===== src/rtl/invcb_pipe.sv =====
// invcb_pipe: 5-stage inverse skin-tone Cb transform with valid/ready stall.
// Optional saturation event counter built only when INVCB_SAT_CNT_EN is defined.
module invcb_pipe #(
  parameter int TRANS_W   = 16,
  parameter int FRAC_W    = 6,
  parameter int K_L       = 125,
  parameter int K_H       = 188,
  parameter int MEAN_KH   = 6912,
  parameter int RECIP_WCB = 1395
) (
  input  logic                      clk,
  input  logic                      rst_n,
  input  logic                      in_valid,
  output logic                      in_ready,
  input  logic [7:0]                Y,
  input  logic signed [TRANS_W-1:0] transcb,
  output logic                      out_valid,
  input  logic                      out_ready,
  output logic [7:0]                Cb,
  output logic [15:0]               sat_count
);
  localparam int LUT_W     = FRAC_W + 8;
  localparam int D_W       = TRANS_W + 1;
  localparam int P_W       = D_W + LUT_W + 1;
  localparam int Q_W       = P_W + 13;
  localparam int Y_MIN     = 16;
  localparam int Y_MAX     = 235;
  localparam int MEAN_SPAN = 10 << FRAC_W;
  localparam int WL_BASE   = 23 << FRAC_W;
  localparam int WH_BASE   = 14 << FRAC_W;
  localparam int WL_SLOPE  = ((2397 << FRAC_W) + 50) / 100;
  localparam int WH_SLOPE  = ((3297 << FRAC_W) + 50) / 100;
  localparam int W_CB_Q    = ((4697 << FRAC_W) + 50) / 100;
  localparam logic [7:0] KL8 = 8'(K_L);
  localparam logic [7:0] KH8 = 8'(K_H);
  // Luma outside the nominal video range reuses the end-point LUT entries.
  function automatic int clamp_y(input logic [7:0] y);
    return (int'(y) < Y_MIN) ? Y_MIN : (int'(y) > Y_MAX) ? Y_MAX : int'(y);
  endfunction
  function automatic logic [LUT_W-1:0] mean_lut(input logic [7:0] y);
    int yc;
    yc = clamp_y(y);
    return LUT_W'(yc < K_L ? MEAN_KH + ((K_L - yc) * MEAN_SPAN + (K_L - Y_MIN) / 2) / (K_L - Y_MIN)
                : yc > K_H ? MEAN_KH + ((yc - K_H) * MEAN_SPAN + (Y_MAX - K_H) / 2) / (Y_MAX - K_H)
                : MEAN_KH);
  endfunction
  function automatic logic [LUT_W-1:0] width_lut(input logic [7:0] y);
    int yc;
    yc = clamp_y(y);
    return LUT_W'(yc < K_L ? WL_BASE + ((yc - Y_MIN) * WL_SLOPE + (K_L - Y_MIN) / 2) / (K_L - Y_MIN)
                : yc > K_H ? WH_BASE + ((Y_MAX - yc) * WH_SLOPE + (Y_MAX - K_H) / 2) / (Y_MAX - K_H)
                : W_CB_Q);
  endfunction
  logic                      en;
  logic                      v0, v1, v2, v3;
  logic [7:0]                y0;
  logic signed [TRANS_W-1:0] t0, t1, t2;
  logic                      byp0, byp1, byp2;
  logic signed [D_W-1:0]     d1;
  logic [LUT_W-1:0]          w1, m1, m2;
  logic signed [P_W-1:0]     prod2, p2;
  logic signed [Q_W-1:0]     prod3, q3_n, q3, rr;
  logic                      lo, hi;
  logic [7:0]                cb_n;
  assign en       = ~(out_valid & ~out_ready);
  assign in_ready = en;
  assign byp0     = (y0 >= KL8) && (y0 <= KH8);
  assign prod2    = P_W'(d1) * P_W'($signed({1'b0, w1}));
  assign prod3    = Q_W'(p2) * Q_W'(RECIP_WCB);
  assign q3_n     = byp2 ? Q_W'(t2) : (prod3 >>> 16) + Q_W'($signed({1'b0, m2}));
  assign rr       = (q3 + Q_W'(2 ** (FRAC_W - 1))) >>> FRAC_W;
  assign lo       = rr[Q_W-1];
  assign hi       = !rr[Q_W-1] && |rr[Q_W-2:8];
  assign cb_n     = lo ? 8'd0 : hi ? 8'd255 : rr[7:0];
  always_ff @(posedge clk or negedge rst_n) begin
    if (!rst_n) begin
      v0 <= 1'b0; v1 <= 1'b0; v2 <= 1'b0; v3 <= 1'b0; out_valid <= 1'b0;
      y0 <= '0; t0 <= '0; t1 <= '0; t2 <= '0;
      byp1 <= 1'b0; byp2 <= 1'b0;
      d1 <= '0; w1 <= '0; m1 <= '0; m2 <= '0;
      p2 <= '0; q3 <= '0; Cb <= '0;
    end else if (en) begin
      v0 <= in_valid;
      y0 <= Y;
      t0 <= transcb;
      v1 <= v0;
      byp1 <= byp0;
      t1 <= t0;
      d1 <= D_W'(t0) - D_W'(MEAN_KH);
      w1 <= width_lut(y0);
      m1 <= mean_lut(y0);
      v2 <= v1;
      byp2 <= byp1;
      t2 <= t1;
      p2 <= prod2 >>> FRAC_W;
      m2 <= m1;
      v3 <= v2;
      q3 <= q3_n;
      out_valid <= v3;
      Cb <= cb_n;
    end
  end
`ifdef INVCB_SAT_CNT_EN
  logic sat4;
  always_ff @(posedge clk or negedge rst_n) begin
    if (!rst_n) begin
      sat4 <= 1'b0;
      sat_count <= '0;
    end else begin
      if (en) sat4 <= lo | hi;
      if (out_valid && out_ready && sat4 && sat_count != 16'hFFFF) sat_count <= sat_count + 16'd1;
    end
  end
`else
  assign sat_count = '0;
`endif
endmodule


===== config.mk =====
export PLATFORM = sky130hd
export DESIGN_NAME = invcb_pipe
export DESIGN_NICKNAME = d
export VERILOG_FILES = /design/src/rtl/invcb_pipe.sv
export SDC_FILE = /design/constraint.sdc
export NUM_CORES = 2
export LEC_CHECK = 0
export ABC_AREA = 0
export ABC_CLOCK_PERIOD_IN_PS = 53200
export CORE_MARGIN = 2
export CORE_UTILIZATION = 55
export CTS_BUF_LIST = sky130_fd_sc_hd__clkbuf_4
export DETAILED_ROUTE_END_ITERATION = 12
export GPL_TIMING_DRIVEN = 0
export HOLD_SLACK_MARGIN = 0.12
export PLACE_DENSITY = 0.71
export SKIP_CTS_REPAIR_TIMING = 1
export SLEW_MARGIN = 20
export SYNTH_ARGS = -nofsm -noshare
export SYNTH_HDL_FRONTEND = slang
export SYNTH_SLANG_ARGS = --single-unit

===== constraint.sdc =====
create_clock -name clk -period 53.2 [get_ports clk]
set_input_delay 7.98 -clock clk [delete_from_list [all_inputs] [get_ports clk]]
set_output_delay 7.98 -clock clk [all_outputs]
set_load 0.02 [all_outputs]

# [After elaboration in Yosys (flattened, before gate mapping)]
# Index checks and enable logic that the tools add are counted.
[classes] magnitude_cmp=6 bitwise_logic=3 n_addsub=15 reduce_logical=4 n_mux=9 n_mul=6 n_shift=0 n_div=4 n_eq_ne=0
[ops] operator="$div A32 B7 Y32 const B" n=2
[ops] operator="$div A32 B8 Y32 const B" n=2
[ops] operator="$mux W14" n=4
[ops] operator="$add A45 B7 Y45 const B" n=1
[ops] operator="$mux W45" n=1
[ops] operator="$mul A26 B12 Y38 const B" n=1
[ops] operator="$add A32 B6 Y32 const B" n=1
[ops] operator="$add A32 B7 Y32 const B" n=1
[ops] operator="$mul A17 B15 Y32" n=1
[ops] operator="$mul A32 B11 Y31 const B" n=1
[ops] operator="$mul A32 B12 Y31 const B" n=1
[ops] operator="$mux W8" n=4
[ops] operator="$sub A32 B6 Y32 const B" n=1
[ops] operator="$sub A9 B32 Y32 const A" n=1
[ops] operator="$reduce_or A31 Y1" n=1
[ops] operator="$add A14 B14 Y14 const A" n=2
[ops] operator="$mul A9 B4 Y13 const B" n=2
[ops] operator="$add A22 B15 Y23" n=1
[ops] operator="$add A20 B6 Y21 const B" n=1
[ops] operator="$add A20 B7 Y21 const B" n=1
[ops] operator="$sub A16 B14 Y17 const B" n=1
[ops] operator="$gt A8 B8 Y1 const B" n=2
[ops] operator="$add A11 B14 Y14 const A" n=1
[ops] operator="$add A12 B14 Y14 const A" n=1
[ops] operator="other kinds (10)" n=12
[word_totals] word_cells=65 romBits=0 memories=0 out_inout_bits=26 latchBits=0 mem_bits_rw=0 input_bits=28 reg_bits=201

# [Logic depth before layout (Yosys ltp)]
[depth] ltp_word=10 depth_mapped=159 depth_no_buf=130

# [Worst setup path after synthesis]
# No wires, ideal clock.
[synth_path] path_type="register to register" from="register y0[6]" to="register w1[12]" required_time_ns=53.071 setup_ns=0.129 n_path_buf=13 period_less_slack_ns=35.732 arrival_ns=35.603 path_slack_ns=17.468 path_stages_with_launch=138 cell_sequence="dfrtp_1 -> clkbuf_1 -> nor2_1 -> nand2_1 -> nand2_1 -> inv_1 -> ha_1 -> nand2_1 -> inv_1 -> fa_1 -> inv_1 -> fa_1 -> fa_1 -> fa_1 -> inv_1 -> fa_1 -> inv_1 -> ha_1 -> (+102 left out) -> nor2_1 -> o31ai_1 -> o31ai_1 -> o211ai_2 -> a22o_4 -> nor4_4 -> ha_1 -> and2_1 -> a31oi_1 -> xnor2_1 -> inv_1 -> ha_1 -> inv_1 -> o21a_1 -> o21ai_1 -> xnor2_1 -> a22oi_1 -> o21ai_1"
[synth_via] elab_chain_len=10 elab_cells_between_ends=18 classes_between="add/sub: 6; mul: 2; div: 2; order compare: 4; mux: 4"
[synth_lines] item="from (decl)" line="56" rtl="logic [7:0] y0;"
[synth_lines] item="from (signal assigned)" line="78" rtl="y0 <= '0; t0 <= '0; t1 <= '0; t2 <= '0;"
[synth_lines] item="from (signal assigned)" line="84" rtl="y0 <= Y;"
[synth_lines] item="$gt A8 B8 Y1" line="38" rtl="return (int'(y) < Y_MIN) ? Y_MIN : (int'(y) > Y_MAX) ? Y_MAX : int'(y);"
[synth_lines] item="$mux W8" line="38"
[synth_lines] item="$mux W8 *" line="38"
[synth_lines] item="$sub A9 B32 Y32" line="51" rtl=": yc > K_H ? WH_BASE + ((Y_MAX - yc) * WH_SLOPE + (Y_MAX - K_H) / 2) / (Y_MAX - K_H)"
[synth_lines] item="$mul A32 B12 Y31" line="51"
[synth_lines] item="$add A32 B6 Y32" line="51"
[synth_lines] item="$div A32 B7 Y32" line="51"
[synth_lines] item="$add A11 B14 Y14" line="51"
[synth_lines] item="$mux W14" line="51"
[synth_lines] item="$mux W14 *" line="50" rtl="return LUT_W'(yc < K_L ? WL_BASE + ((yc - Y_MIN) * WL_SLOPE + (K_L - Y_MIN) / 2) / (K_L - Y_MIN)"
[synth_lines] item="to (signal assigned)" line="90" rtl="w1 <= width_lut(y0);"
[synth_lines] item="to (decl)" line="60" rtl="logic [LUT_W-1:0] w1, m1, m2;"
# Every way passes the cells marked *; elsewhere a longest branch is shown, timed or not.
# A chain may end at the register's enable or synchronous reset.

# [Final worst setup path]
[layout_path] from="register y0[6]" to="register w1[13]"
# The elaborated chain is that of the path after synthesis.

==> reports/metrics.csv <==
stage,metric,value,unit
run_status,outcome,completed,
synthesis,ys_async_sr_fraction,100,%
timing,rsz0062_at_grt,false,
clock_tree,cts_buffers,17,
layout,final_common_cell,nand2_1,
detailed_routing,vias_per_cell,6.32,
floorplan,die_area,118000,µm²
floorplan,die_x,344,µm
synthesis,synth_top_area_cell,fa_1,
run,drv_cap,0,
synthesis,synth_compound_area_share,24.7,%
synthesis,netlist_area,63600,µm²
placed_design,portBuffers,37,
timing,hold_viol,0,
critical_path,cp-start-kind,register,
placed_design,gp_congestion,0.968,
timing,worst_pin_slew,1.19,ns
clock_tree,clk_path_buf_depth,2,
critical_path,cp.arrival,46.61,ns
critical_path,cpMostUsedCell,inv_1,
critical_path,cpPeakStageDelay,1.00,ns
detailed_routing,wire_per_inst,19.5,µm
critical_path,required,53.79,ns
layout,final_cell_mix,"nand2_1, inv_1, nor2_1",
synthesis,avgSynthCellArea,7.59,µm²
floorplan,start_util,55.5,%
min_path,min_path_cells,2,
critical_path,critPathKind,register to register,
min_path,hold_class,register to register,
critical_path,crit_fanout,17,
synthesis,synth_ff_type,dfrtp_1,
layout,drive_gt1_share,6.17,%
timing,setup_tns,0,ns
synthesis,yosys_register_bits,161,
placed_design,dp_cells,9969,
floorplan,dieHeight,344,µm
critical_path,r2r_cells,129,
floorplan,coreArea,115000,µm²
global_routing,grt_pass1_wl,317000,µm
synthesis,synth.area.top_cells,"fa_1, ha_1, xnor2_1",
synthesis,yosysWarnings,0,
global_routing,grt.overflow.total,0,
layout,final_cells,10000,
timing,period_minus_slack,46.02,ns
timing,drv_slew,0,
clock_tree,clock_latency,0.70,ns
critical_path,end_kind,register,
synthesis,synthAdderAreaFrac,24.2,%
detailed_routing,ant_nets,0,
synthesis,synth.area.mux_share,2.54,%
clock_tree,root_buffer,clkbuf_4,
detailed_routing,wl,195000,µm
synthesis,synth_top_cell_area_share,15.7,%
clock_tree,cts.reportedPaths.clkPinSlew,0.21,ns
global_routing,grt_pass1_vias,59600,
synthesis,synth-seq-area-share,6.34,%
clock_tree,cts_htree_levels,4,
layout,syn_to_final_growth,4.52,%
synthesis,synth_cells,8380,
timing,fmax,21.7,MHz
timing,timing.slew.headroom,20.3,%
detailed_routing,drc,0,
floorplan,rows,124,
timing,skew,0.0635,ns
timing,hold_slack,0.462,ns
synthesis,synth_edf_count,0,
synthesis,synth_cell_types,166,
critical_path,slowest_stage,a311oi_1,
layout,utilization,58.0,%
detailed_routing,num_vias,63200,
global_routing,grt_use_total,32.5,%
layout,nNetsFinal,9432,
timing,post-route-period-util,86.5,%
synthesis,synth_top_family_by_area,compound AO/OA/AOI/OAI gates,
detailed_routing,drt_first_iter_violations,5542,
synthesis,synth_simple_gate_area_share,23.8,%
clock_tree,cts_sinks,161,
synthesis,synthXorXnorAreaFrac,10.8,%
detailed_routing,drt_first_pass_iters,6,
global_routing,grt_max_degree,89,
clock_tree,cts_tree,built,
floorplan,ioPinCount,54,
placed_design,dpl.hpwl,161000,µm
global_routing,antenna_found_initial,3,
timing,setup_viol,0,
[Yosys cell counts (118+ instances only)]
master,count
xnor2_1,535
inv_1,810
a31oi_1,118
ha_1,429
nor3_1,253
xor2_1,221
nand3_1,218
o21ai_0,317
and2_1,224
o21a_1,133
clkbuf_1,178
fa_1,498
dfrtp_1,161
a21oi_1,409
nor2_1,676
nand2_1,918
[layout make-up]
type / instances / area, µm²
well taps: 1512 / 1890
clock buffers: 17 / 128
fillers: 10800 / 48000
flip-flops and latches: 161 / 4030
plain buffers: 328 / 1740
diodes: 2 / 5.00
inverters: 819 / 3070
multi-input cells: 7104 / 54900
repair buffers: 46 / 474
clock inverters: 15 / 179
[critical path, delay by kind of cell (launching register included)]
family | cells | cell delay, ns
compound gates | 55 | 19.71
xor+xnor | 8 | 2.78
fa+ha+maj | 9 | 3.64
buf+inv | 16 | 4.20
flops | 1 | 0.39
mux | 5 | 1.77
simple gates | 36 | 13.32
[sequential cells by signal, indices dropped and copies added (netlist names), 8 cells and up]
name	flops
q3	18
Cb	8
m1	14
w1	14
t0	16
m2	14
t2	11
d1	9
p2	26
t1	16
y0	8
[layer usage]
metal | vias to the layer above | GRT usage (%) | part of all wire, %
met4 | 4 | 6.70 | 2.0
li1 | 29900 | - | -
met3 | 292 | 5.29 | 8.3
met1 | 30700 | 45.4 | 44
met5 | - | 0 | 0.013
met2 | 2326 | 52.9 | 46
[metrics by stage]
stage / setup slack, ns / cell area, µm²
4_1_cts: 8.21 / 66400
3_5_place_dp: 8.41 / 66100
3_3_place_gp: 8.16 / 66000
5_1_grt: 4.62 / 66500
2_1_floorplan: 17.47 / 63700
6_report: 7.18 / 66500
[worst paths after layout]
kind	from	endpoint	slack, ns
worst min-delay path	t0[2]	t1[2]	0.46
min in group asynchronous	rst_n	t1[3]	7.26
worst max register to register	y0[6]	w1[13]	7.18
worst max-delay path	y0[6]	w1[13]	7.18
max in group asynchronous	rst_n	m1[1]	45.03
worst min register to register	t0[2]	t1[2]	0.46
[cell families after synthesis]
| family | Yosys count |
|---|---|
| buf+inv | 1147 |
| simple gates | 3045 |
| compound gates | 2168 |
| other cells | 2 |
| xor+xnor | 771 |
| mux | 153 |
| fa+ha+maj | 933 |
| flops | 161 |
Power is left out: the tool's default activity adds up to more than one toggle a clock period on the data nets, which glitch-free logic cannot reach.
